$ cat config.mk
export PLATFORM = sky130hd
export DESIGN_NAME = win_banner_object_flat
export DESIGN_NICKNAME = d
export VERILOG_FILES = /design/src/rtl/win_banner_object_pkg.sv /design/src/rtl/win_banner_object_if.sv /design/src/rtl/win_banner_object_rect_hit_test.sv /design/src/rtl/win_banner_object.sv /design/src/flat_wrapper.sv
export SDC_FILE = /design/constraint.sdc
export NUM_CORES = 1
export LEC_CHECK = 0
export ABC_AREA = 0
export CAP_MARGIN = 15
export CORE_ASPECT_RATIO = 0.8
export CORE_MARGIN = 2
export CORE_UTILIZATION = 55
export DETAILED_ROUTE_END_ITERATION = 6
export PLACE_DENSITY = 0.84
export SETUP_SLACK_MARGIN = 0.02
export SLEW_MARGIN = 40
export SYNTH_ARGS = -nofsm -noshare
export SYNTH_HDL_FRONTEND = slang
export SYNTH_SLANG_ARGS = --single-unit
$ cat constraint.sdc
create_clock -name clk -period 3.95 [get_ports clk]
set_clock_uncertainty 0.15 [all_clocks]
set_input_delay 0.395 -clock clk [delete_from_list [all_inputs] [get_ports clk]]
set_output_delay 0.395 -clock clk [all_outputs]
set_load 0.1 [all_outputs]
$ cat src/rtl/win_banner_object_pkg.sv
// Shared types and constants for the win-banner object stage and its hit-test helper.
package win_banner_object_pkg;

    localparam int SCREEN_W = 640;
    localparam int SCREEN_H = 480;

    typedef logic [10:0]        coord_t;
    typedef logic signed [11:0] pos_t;
    typedef logic [7:0]         frame_cnt_t;

    typedef enum logic [2:0] {
        IDLE,
        SLIDE,
        HOLD,
        BLINK,
        DONE
    } banner_state_e;

    // Screen coordinates are always non-negative, so zero-extend into the signed domain.
    function automatic pos_t to_pos(input coord_t c);
        return pos_t'({1'b0, c});
    endfunction

    function automatic logic blink_on(input frame_cnt_t cnt, input int half);
        return ((int'(cnt) / half) % 2) == 0;
    endfunction

endpackage

$ cat src/rtl/win_banner_object_if.sv
// Pixel-scan inputs, event pulses and banner outputs bundled between scan driver and banner stage.
interface win_banner_object_if;
    import win_banner_object_pkg::*;

    coord_t pixelX;
    coord_t pixelY;
    logic   startOfFrame;
    logic   winEvent;
    logic   restartReq;
    coord_t offsetX;
    coord_t offsetY;
    logic   InsideRectangle;
    logic   bannerActive;
    logic   bannerDone;

    modport master (
        output pixelX, pixelY, startOfFrame, winEvent, restartReq,
        input  offsetX, offsetY, InsideRectangle, bannerActive, bannerDone
    );

    modport slave (
        input  pixelX, pixelY, startOfFrame, winEvent, restartReq,
        output offsetX, offsetY, InsideRectangle, bannerActive, bannerDone
    );

endinterface

$ cat src/rtl/win_banner_object_rect_hit_test.sv
// Registered rectangle hit test: flags a pixel inside a WIDTH x HEIGHT box at a signed
// top-left and reports the pixel's offset into the box (zero when outside).
module rect_hit_test
    import win_banner_object_pkg::*;
#(
    parameter int WIDTH  = 50,
    parameter int HEIGHT = 20
) (
    input  logic   clk,
    input  logic   rst_n,
    input  coord_t pixel_x_i,
    input  coord_t pixel_y_i,
    input  pos_t   top_x_i,
    input  pos_t   top_y_i,
    input  logic   visible_i,
    output coord_t offset_x_o,
    output coord_t offset_y_o,
    output logic   inside_o
);

    pos_t   px, py, right_x, bottom_y, dx, dy;
    logic   inside_d, inside_q;
    coord_t offset_x_d, offset_x_q, offset_y_d, offset_y_q;

    assign px       = to_pos(pixel_x_i);
    assign py       = to_pos(pixel_y_i);
    assign right_x  = top_x_i + pos_t'(WIDTH);
    assign bottom_y = top_y_i + pos_t'(HEIGHT);
    assign dx       = px - top_x_i;
    assign dy       = py - top_y_i;

    // A negative top only clips rows: py is never negative, so dy stays within 0..HEIGHT-1.
    always_comb begin
        inside_d   = visible_i && (px >= top_x_i) && (px < right_x)
                                && (py >= top_y_i) && (py < bottom_y);
        offset_x_d = inside_d ? coord_t'(dx[10:0]) : '0;
        offset_y_d = inside_d ? coord_t'(dy[10:0]) : '0;
    end

    always_ff @(posedge clk or negedge rst_n) begin
        if (!rst_n) begin
            inside_q   <= 1'b0;
            offset_x_q <= '0;
            offset_y_q <= '0;
        end else begin
            inside_q   <= inside_d;
            offset_x_q <= offset_x_d;
            offset_y_q <= offset_y_d;
        end
    end

    assign inside_o   = inside_q;
    assign offset_x_o = offset_x_q;
    assign offset_y_o = offset_y_q;

endmodule

$ cat src/rtl/win_banner_object.sv
// Win banner object stage: slides the banner down to centre on a win, holds, blinks,
// then stays until restart; per-pixel hit/offset comes from rect_hit_test.
module win_banner_object
    import win_banner_object_pkg::*;
#(
    parameter int OBJECT_WIDTH_X = 50,
    parameter int OBJECT_HEIGHT_Y = 20,
    parameter int TARGET_X       = 295,
    parameter int TARGET_Y       = 230,
    parameter int START_Y        = -20,
    parameter int SPEED_Y        = 5,
    parameter int HOLD_FRAMES    = 60,
    parameter int BLINK_FRAMES   = 120,
    parameter int BLINK_HALF     = 8
) (
    input  logic clk,
    input  logic resetN,
    win_banner_object_if.slave bus
);

    localparam pos_t       TARGET_X_POS = pos_t'(TARGET_X);
    localparam pos_t       TARGET_Y_POS = pos_t'(TARGET_Y);
    localparam pos_t       START_Y_POS  = pos_t'(START_Y);
    localparam pos_t       SPEED_POS    = pos_t'(SPEED_Y);
    localparam frame_cnt_t HOLD_LAST    = frame_cnt_t'(HOLD_FRAMES - 1);
    localparam frame_cnt_t BLINK_LAST   = frame_cnt_t'(BLINK_FRAMES - 1);

    banner_state_e state_q, state_d;
    pos_t          top_y_q, top_y_d;
    frame_cnt_t    frame_cnt_q, frame_cnt_d;
    logic          visible;

    always_ff @(posedge clk or negedge resetN) begin
        if (!resetN) begin
            state_q     <= IDLE;
            top_y_q     <= START_Y_POS;
            frame_cnt_q <= '0;
        end else begin
            state_q     <= state_d;
            top_y_q     <= top_y_d;
            frame_cnt_q <= frame_cnt_d;
        end
    end

    // Position and counter only advance on startOfFrame so a frame is never drawn half-moved.
    always_comb begin
        state_d     = state_q;
        top_y_d     = top_y_q;
        frame_cnt_d = frame_cnt_q;
        if (bus.restartReq) begin
            state_d     = IDLE;
            top_y_d     = START_Y_POS;
            frame_cnt_d = '0;
        end else begin
            case (state_q)
                IDLE: begin
                    if (bus.winEvent) begin
                        state_d     = SLIDE;
                        top_y_d     = START_Y_POS;
                        frame_cnt_d = '0;
                    end
                end
                SLIDE: begin
                    if (bus.startOfFrame) begin
                        if (top_y_q + SPEED_POS >= TARGET_Y_POS) begin
                            state_d     = HOLD;
                            top_y_d     = TARGET_Y_POS;
                            frame_cnt_d = '0;
                        end else begin
                            top_y_d = top_y_q + SPEED_POS;
                        end
                    end
                end
                HOLD: begin
                    if (bus.startOfFrame) begin
                        if (frame_cnt_q == HOLD_LAST) begin
                            state_d     = BLINK;
                            frame_cnt_d = '0;
                        end else begin
                            frame_cnt_d = frame_cnt_q + 8'd1;
                        end
                    end
                end
                BLINK: begin
                    if (bus.startOfFrame) begin
                        if (frame_cnt_q == BLINK_LAST) begin
                            state_d = DONE;
                        end else begin
                            frame_cnt_d = frame_cnt_q + 8'd1;
                        end
                    end
                end
                DONE: begin
                end
                default: begin
                    state_d = IDLE;
                end
            endcase
        end
    end

    always_comb begin
        visible = 1'b0;
        case (state_q)
            SLIDE, HOLD, DONE: visible = 1'b1;
            BLINK:             visible = blink_on(frame_cnt_q, BLINK_HALF);
            default:           visible = 1'b0;
        endcase
    end

    assign bus.bannerActive = (state_q != IDLE);
    assign bus.bannerDone   = (state_q == DONE);

    rect_hit_test #(
        .WIDTH  (OBJECT_WIDTH_X),
        .HEIGHT (OBJECT_HEIGHT_Y)
    ) u_hit (
        .clk        (clk),
        .rst_n      (resetN),
        .pixel_x_i  (bus.pixelX),
        .pixel_y_i  (bus.pixelY),
        .top_x_i    (TARGET_X_POS),
        .top_y_i    (top_y_q),
        .visible_i  (visible),
        .offset_x_o (bus.offsetX),
        .offset_y_o (bus.offsetY),
        .inside_o   (bus.InsideRectangle)
    );

endmodule

$ cat src/flat_wrapper.sv
// flat-port wrapper written by rule: the top's interface ports become plain ports
module win_banner_object_flat import win_banner_object_pkg::*;
#(
    parameter int OBJECT_WIDTH_X = 50,
    parameter int OBJECT_HEIGHT_Y = 20,
    parameter int TARGET_X       = 295,
    parameter int TARGET_Y       = 230,
    parameter int START_Y        = -20,
    parameter int SPEED_Y        = 5,
    parameter int HOLD_FRAMES    = 60,
    parameter int BLINK_FRAMES   = 120,
    parameter int BLINK_HALF     = 8
)
  (clk, resetN, bus_pixelX, bus_pixelY, bus_startOfFrame, bus_winEvent, bus_restartReq, bus_offsetX, bus_offsetY, bus_InsideRectangle, bus_bannerActive, bus_bannerDone);
  win_banner_object_if bus_i ();
  input  logic clk;
  input  logic resetN;
  input wire logic [$bits(bus_i.pixelX)-1:0] bus_pixelX;
  input wire logic [$bits(bus_i.pixelY)-1:0] bus_pixelY;
  input wire logic [$bits(bus_i.startOfFrame)-1:0] bus_startOfFrame;
  input wire logic [$bits(bus_i.winEvent)-1:0] bus_winEvent;
  input wire logic [$bits(bus_i.restartReq)-1:0] bus_restartReq;
  output wire logic [$bits(bus_i.offsetX)-1:0] bus_offsetX;
  output wire logic [$bits(bus_i.offsetY)-1:0] bus_offsetY;
  output wire logic [$bits(bus_i.InsideRectangle)-1:0] bus_InsideRectangle;
  output wire logic [$bits(bus_i.bannerActive)-1:0] bus_bannerActive;
  output wire logic [$bits(bus_i.bannerDone)-1:0] bus_bannerDone;
  assign bus_i.pixelX = bus_pixelX;
  assign bus_i.pixelY = bus_pixelY;
  assign bus_i.startOfFrame = bus_startOfFrame;
  assign bus_i.winEvent = bus_winEvent;
  assign bus_i.restartReq = bus_restartReq;
  assign bus_offsetX = bus_i.offsetX;
  assign bus_offsetY = bus_i.offsetY;
  assign bus_InsideRectangle = bus_i.InsideRectangle;
  assign bus_bannerActive = bus_i.bannerActive;
  assign bus_bannerDone = bus_i.bannerDone;
  win_banner_object #(.OBJECT_WIDTH_X(OBJECT_WIDTH_X), .OBJECT_HEIGHT_Y(OBJECT_HEIGHT_Y), .TARGET_X(TARGET_X), .TARGET_Y(TARGET_Y), .START_Y(START_Y), .SPEED_Y(SPEED_Y), .HOLD_FRAMES(HOLD_FRAMES), .BLINK_FRAMES(BLINK_FRAMES), .BLINK_HALF(BLINK_HALF)) u_core (.clk(clk), .resetN(resetN), .bus(bus_i));
endmodule
==> summary.txt, run 1 <==
Setup path
  • Crit end category: register
  • Reg-to-Reg Start: u_core.top_y_q[5]
  • Worst Path Required: 4.02 ns
  • R2R Path End: u_core.u_hit.offset_y_o[9]
  • Slowest-stage cell, CP: or4_1
  • Setup CP Type: register to register
  • Crit start category: register
  • Worst EP arrival: 3.67 ns
  • Register-to-register path setup slack: 0.35 ns
  • Crit path max fanout: 23
  • R2R depth: 10
  • Slowest stage delay, CP: 0.83 ns
  • Worst-path cell chain: nand2_1 -> nor2_1 -> nand3_1 -> xnor2_1 -> ha_1 -> nand3_1 -> nand4_1 -> or4_1 -> or4_1 -> a31oi_1

Die
  • Boundary pin count: 52
  • Initial Util: 0.566
  • Die X: 91.0 um
  • DIE HEIGHT: 73.6 um
  • Core area: 0.00588 mm^2
  • Die area: 0.00670 mm^2
  • Row count: 25

Run
  • Max Cap Viol: 0

CTS
  • Root Buffer: clkbuf_8
  • Clk sinks: 46
  • Num CTS Buffers: 5
  • CTS tree: yes
  • Worst skew pair latency: 0.31 ns
  • Clock-pin slew on the worst setup and hold paths: 0.09 ns
  • Post-CTS resize count: 0
  • H-tree depth: 2
  • Clock buffer depth: 2

Global routing
  • Initial antenna violation count: 0
  • GR Util All Layers: 0.222
  • First-pass GRT wire length: 11.9 mm
  • Grt ovf: 0
  • Largest net degree at the start of global routing: 47
  • Vias in the first global route: 2596

Placed design
  • Placed instance area: 0.00374 mm^2
  • PortBufs: 51
  • Placer Congestion: 0.933
  • HPWL after detailed placement: 5.63 mm

Detailed routing
  • Routed length per placed instance: 14.7 um
  • ANT nets after route: 0
  • Drt pass-1 iters: 5
  • # DRC: 0
  • Vias/cell: 5.89
  • Vias: 2999
  • Starting DRT DRC Count: 149
  • Total wire length: 7.50 mm

Power
  • Maximum VDD drop: 0.000365 V
  • Power per cell area: 556 mW/mm^2
  • Total power: 2.14 mW
  • Leakage: 1.81 nW

Yosys
  • #FFs+latches synth: 46
  • Synth area leader: dfrtp_1
  • Gate count after technology mapping: 383
  • Top FF cell, synth: dfrtp_1
  • Sequential share of the synthesized area: 0.349
  • Area share of the largest cell type after synthesis: 0.278
  • Synth Warn #: 0
  • Ys async rst share: 1.00
  • Area contributors post-synth: dfrtp_1 28%, ha_1 9.8%, dfstp_2 7.1%
  • Syn_area_per_cell: 8.69 um^2
  • Post-Syn Area: 0.00333 mm^2
  • Synth cell types: 59
  • Most numerous cell in the Yosys netlist: nor2_1
  • Number of flops mapped to enable cells by yosys: 0
  • Synth top cells by count: 39 x nor2_1, 37 x dfrtp_1, 30 x nand2_1, 26 x ha_1, 26 x o21ai_0
  • Post-synth net total: 437

STA
  • Final Slew Violations: 0
  • Worst-Margin Slew: 0.701 ns
  • # setup viols final: 0
  • Setup TNS: 0 ns
  • FMAX: 0.277 GHz
  • Max_slew headroom: 0.532
  • Minimum clock period: 3.60 ns
  • Post-route clock period utilization: 0.913
  • RSZ-0062 raised after global routing: no
  • Final Hold Viols: 0

Worst hold path
  • Min-delay worst type: register to register
  • Hold Path Depth: 2
  • Hold_sp: u_core.frame_cnt_q[1]
  • Hold Path Sink: u_core.frame_cnt_q[1]

Final layout
  • Share of cells above drive strength 1: 0.136
  • Finished Cell Area: 0.00385 mm^2
  • Antenna diode count: 0
  • Final Net Count: 481
  • Area growth, synth to finish: 15.6%

Run status
  • Status: completed
how the worst max path moves through the flow:
stage | start | cells after the start | to | slack (ns)
after floorplan | u_core.top_y_q[7] | 13 | u_core.u_hit.offset_x_o[10] | 0.78
after global placement | u_core.top_y_q[2] | 10 | u_core.u_hit.offset_y_o[9] | 0.46
after detailed placement | u_core.top_y_q[2] | 10 | u_core.u_hit.offset_y_o[9] | 0.40
after CTS | u_core.top_y_q[2] | 10 | u_core.u_hit.offset_y_o[9] | 0.37
after global routing | u_core.top_y_q[2] | 10 | u_core.u_hit.offset_y_o[9] | 0.17
final | u_core.top_y_q[5] | 10 | u_core.u_hit.offset_y_o[9] | 0.35
what timing repair did:
item,in CTS,in global routing
hold endpoints to repair,37,0
hold buffers,1,0
buffers inserted,0,0
report_power, final:
| part | switching (mW) | internal, mW | leakage [nW] | total (mW) |
|---|---|---|---|---|
| clock | 0.169 | 0.128 | 0.0447 | 0.297 |
| combinational | 0.731 | 0.488 | 1.15 | 1.22 |
| sequential | 0.0938 | 0.532 | 0.609 | 0.625 |
| total | 0.993 | 1.15 | 1.81 | 2.14 |
worst max-delay path, delay by kind of cell (launching register included):
family	cells	cell delay, ns
DFF	1	0.66
xor gates and xnor gates	1	0.19
adders and majority gates	1	0.27
AOI/OAI and AO/OA	1	0.26
and+or+nand+nor	7	1.99
placed cells by master, fill, tap and decap left out, drive strengths merged, types with 5 or more instances in the layout:
cell type and instances:
a21o 10, a21oi 21, a22o 6, a31oi 7, and3 5, buf 27, clkbuf 5, clkdlybuf4s50 25
dfrtp 37, dfstp 9, ha 26, inv 23, nand2 30, nand2b 6, nand3 10, nor2 39
nor3 12, nor4 6, o21ai 28, o22a 5, or3 5, xnor2 16, xor2 5
state kept, by name, summed over array words and instances, names as in the netlist:
| name | flops |
|---|---|
| u_core.top_y_q | 12 |
| u_core.u_hit.offset_x_o | 11 |
| u_core.u_hit.offset_y_o | 11 |
| u_core.frame_cnt_q | 8 |
| u_core.state_q | 3 |
| u_core.u_hit.inside_o | 1 |
metrics by stage:
stage          instances  worst slack, ns  hold slack [ns]   util
6_report             509            0.345            0.366  0.654
2_1_floorplan        383            0.782          -0.0506      -
4_1_cts              509            0.366            0.370  0.654
3_5_place_dp         500            0.396            0.279  0.636
5_1_grt              509            0.175            0.430  0.654
3_3_place_gp         500            0.457            0.344  0.656
cell type report:
type | instances | area (um^2)
inverters | 22 | 82.6
well taps | 81 | 101
flip-flops and latches | 46 | 1160
clock buffers | 5 | 68.8
repair buffers | 53 | 400
multi-input cells | 299 | 2010
fillers | 496 | 2030
clock inverters | 3 | 25.0
per-layer routing:
layer  part of all wire  GRT usage  up-vias
met5                  0          0        -
met4              0.013     0.0471        0
met3              0.089     0.0431       14
met2               0.43      0.347      142
met1               0.47      0.323     1361
li1                   -          -     1482
logic make-up after synthesis:
group	count (synthesis)	share of synthesized area
adders and majority gates	27	0.104
and+or+nand+nor	135	0.203
buffers and inverters	38	0.0500
AOI/OAI and AO/OA	112	0.227
muxes	4	0.0120
DFF	46	0.349
xor gates and xnor gates	21	0.0552
Note: power is estimated with default switching activity, not from simulation.
==> run 2: changes to the inputs <==
--- a/config.mk
+++ b/config.mk
@@ -9,9 +9,10 @@
 export CAP_MARGIN = 15
 export CORE_ASPECT_RATIO = 0.8
 export CORE_MARGIN = 2
-export CORE_UTILIZATION = 55
+export CORE_UTILIZATION = 56
+export CTS_BUF_LIST = sky130_fd_sc_hd__clkbuf_8
 export DETAILED_ROUTE_END_ITERATION = 6
-export PLACE_DENSITY = 0.84
+export PLACE_DENSITY = 0.86
 export SETUP_SLACK_MARGIN = 0.02
 export SLEW_MARGIN = 40
 export SYNTH_ARGS = -nofsm -noshare
==> run 2 against run 1 <==
Non-clock buffer count stayed put. Final cell count stayed put. Worst setup slack worse by 0.012 ns. Maximum frequency is 0.34% lower. Sequential share of layout area is 0.13 points lower. Core utilization is 0.98 points higher. Die area is 1.7% lower. Sequential cell count stayed put. Worst hold slack better by 0.010 ns. Power is 2.3% higher. Cell area is 0.42% higher. Critical path type unchanged. Largest cell class unchanged.
==> summary.txt, run 2 (synthesized netlist as in run 1, its figures left out) <==
Run status
  • Status: completed (unchanged)

Detailed routing
  • ANT nets after route: 0 (unchanged)
  • Routed length per placed instance: 14.6 um (was 14.7 um)
  • Drt pass-1 iters: 5 (unchanged)
  • # DRC: 0 (unchanged)
  • Total wire length: 7.45 mm (was 7.50 mm)
  • Starting DRT DRC Count: 146 (was 149)
  • Vias: 3011 (was 2999)
  • Vias/cell: 5.92 (was 5.89)

Final layout
  • Register Area: 0.00116 mm^2 (unchanged)
  • # fillers: 499 (was 496)
  • Finished Cell Area: 0.00386 mm^2 (was 0.00385 mm^2)
  • Share of cells above drive strength 1: 0.133 (was 0.136)
  • Area growth, synth to finish: 16.1% (was 15.6%)
  • Final Net Count: 481 (unchanged)
  • Most common cell after layout, fill and taps aside: nor2_1 (unchanged)
  • Antenna diode count: 0 (unchanged)
  • Most frequent cells in the layout: 38 x nor2_1, 37 x dfrtp_1, 30 x nand2_1, 26 x o21ai_0, 26 x ha_1 (unchanged)
  • Largest register by flop count: u_core.top_y_q (unchanged)
  • Max FFs per register: 12 (unchanged)
  • Area occupied by multi-input gates: 0.00201 mm^2 (unchanged)

Setup path
  • Worst EP arrival: 3.69 ns (was 3.67 ns)
  • Setup CP Type: register to register (unchanged)
  • Crit end category: register (unchanged)
  • Crit start category: register (unchanged)
  • Worst Path Required: 4.02 ns (about the same)
  • Crit path max fanout: 23 (unchanged)

STA
  • Final Slew Violations: 0 (unchanged)
  • RSZ-0062 raised after global routing: no (unchanged)
  • Final Hold Viols: 0 (unchanged)
  • Minimum clock period: 3.62 ns (was 3.60 ns)
  • Max_slew headroom: 0.530 (was 0.532)
  • # setup viols final: 0 (unchanged)
  • Worst-Margin Slew: 0.698 ns (was 0.701 ns)
  • Post-route clock period utilization: 0.916 (was 0.913)
  • FMAX: 0.276 GHz (was 0.277 GHz)
  • Setup TNS: 0 ns (unchanged)

Global routing
  • First-pass GRT wire length: 12.4 mm (was 11.9 mm)
  • Initial antenna violation count: 0 (unchanged)
  • Grt ovf: 0 (unchanged)
  • Largest net degree at the start of global routing: 47 (unchanged)
  • GR Util All Layers: 0.230 (was 0.222)
  • Vias in the first global route: 2669 (was 2596)

Die
  • Die X: 90.2 um (was 91.0 um)
  • Core area: 0.00582 mm^2 (was 0.00588 mm^2)
  • DIE HEIGHT: 73.0 um (was 73.6 um)
  • Initial Util: 0.572 (was 0.566)
  • Row count: 25 (unchanged)
  • Die area: 0.00658 mm^2 (was 0.00670 mm^2)
  • Boundary pin count: 52 (unchanged)

CTS
  • Root Buffer: clkbuf_8 (unchanged)
  • Clk sinks: 46 (unchanged)
  • Worst skew pair latency: 0.30 ns (was 0.31 ns)
  • CTS tree: yes (unchanged)
  • Num CTS Buffers: 5 (unchanged)
  • Clock-pin slew on the worst setup and hold paths: 0.09 ns (about the same)
  • Post-CTS resize count: 0 (unchanged)
  • H-tree depth: 2 (unchanged)
  • Setup Buffers After CTS: 0 (unchanged)
  • CTS Hold Bufs: 1 (unchanged)
  • Clock buffer depth: 2 (unchanged)

Placed design
  • HPWL after detailed placement: 5.67 mm (was 5.63 mm)
  • Placed instance area: 0.00374 mm^2 (unchanged)
  • Placer Congestion: 0.925 (was 0.933)
  • PortBufs: 51 (unchanged)

Worst hold path
  • Min-delay worst type: register to register (unchanged)

Run
  • Max Cap Viol: 0 (unchanged)

Power
  • Maximum VDD drop: 0.000308 V (was 0.000365 V)
  • Power per cell area: 567 mW/mm^2 (was 556 mW/mm^2)
  • Leakage: 1.82 nW (was 1.81 nW)
-- run 2: stage by stage --
stage / power (mW) / hold WS [ns] / instances / worst slack (ns) / utilization
finish: 2.19 / 0.376 / 509 / 0.333 / 0.664
global route: 2.36 / 0.423 / 509 / 0.140 / 0.664
floorplan: 1.57 / -0.0506 / 383 / 0.782 / -
CTS: 2.18 / 0.378 / 509 / 0.328 / 0.663
global placement: 1.80 / 0.341 / 500 / 0.453 / 0.663
detailed placement: 1.83 / 0.281 / 500 / 0.344 / 0.643
-- run 2: power by group --
group | internal [mW] | switching, mW | total (mW)
logic | 0.491 | 0.732 | 1.22
clock network | 0.186 | 0.161 | 0.347
registers | 0.532 | 0.0885 | 0.620
-- run 2: worst paths after layout --
path / startpoint / endpoint / slack, ns / cells after the start
worst max-delay path: u_core.top_y_q[2] / u_core.u_hit.offset_y_o[9] / 0.33 / 10
max in group asynchronous: resetN / u_core.state_q[1] / 2.78 / 2
worst min register to register: u_core.frame_cnt_q[1] / u_core.frame_cnt_q[1] / 0.38 / 2
worst max register to register: u_core.top_y_q[2] / u_core.u_hit.offset_y_o[9] / 0.33 / 10
worst min-delay path: u_core.frame_cnt_q[1] / u_core.frame_cnt_q[1] / 0.38 / 2
min in group asynchronous: resetN / u_core.u_hit.offset_y_o[1] / 0.48 / 2
-- run 2: area by class of cell --
type / count / area share
sequential: 46 / 0.301
inverter: 22 / 0.0214
tap: 81 / 0.0262
clock buffer: 5 / 0.0178
multi-input combinational: 299 / 0.520
clock inverter: 3 / 0.0107
timing repair buffer: 53 / 0.104
-- run 2: critical path: stages (launching register included) --
cell and delay (ns):
dfstp_2 0.63, ha_1 0.29, nor2_1 0.09, or3_1 0.32, xnor2_1 0.13, ha_1 0.19, nand3_1 0.06, nand4_1 0.09
or4_1 0.47, or4_1 0.83, a31oi_1 0.27
-- run 2: per-layer routing --
metal,part of all wire,vias to the layer above,GRT usage
met2,0.45,127,0.375
met4,0.0071,0,0.0427
met3,0.080,7,0.0465
met5,0,-,0
met1,0.47,1392,0.326
li1,-,1485,-
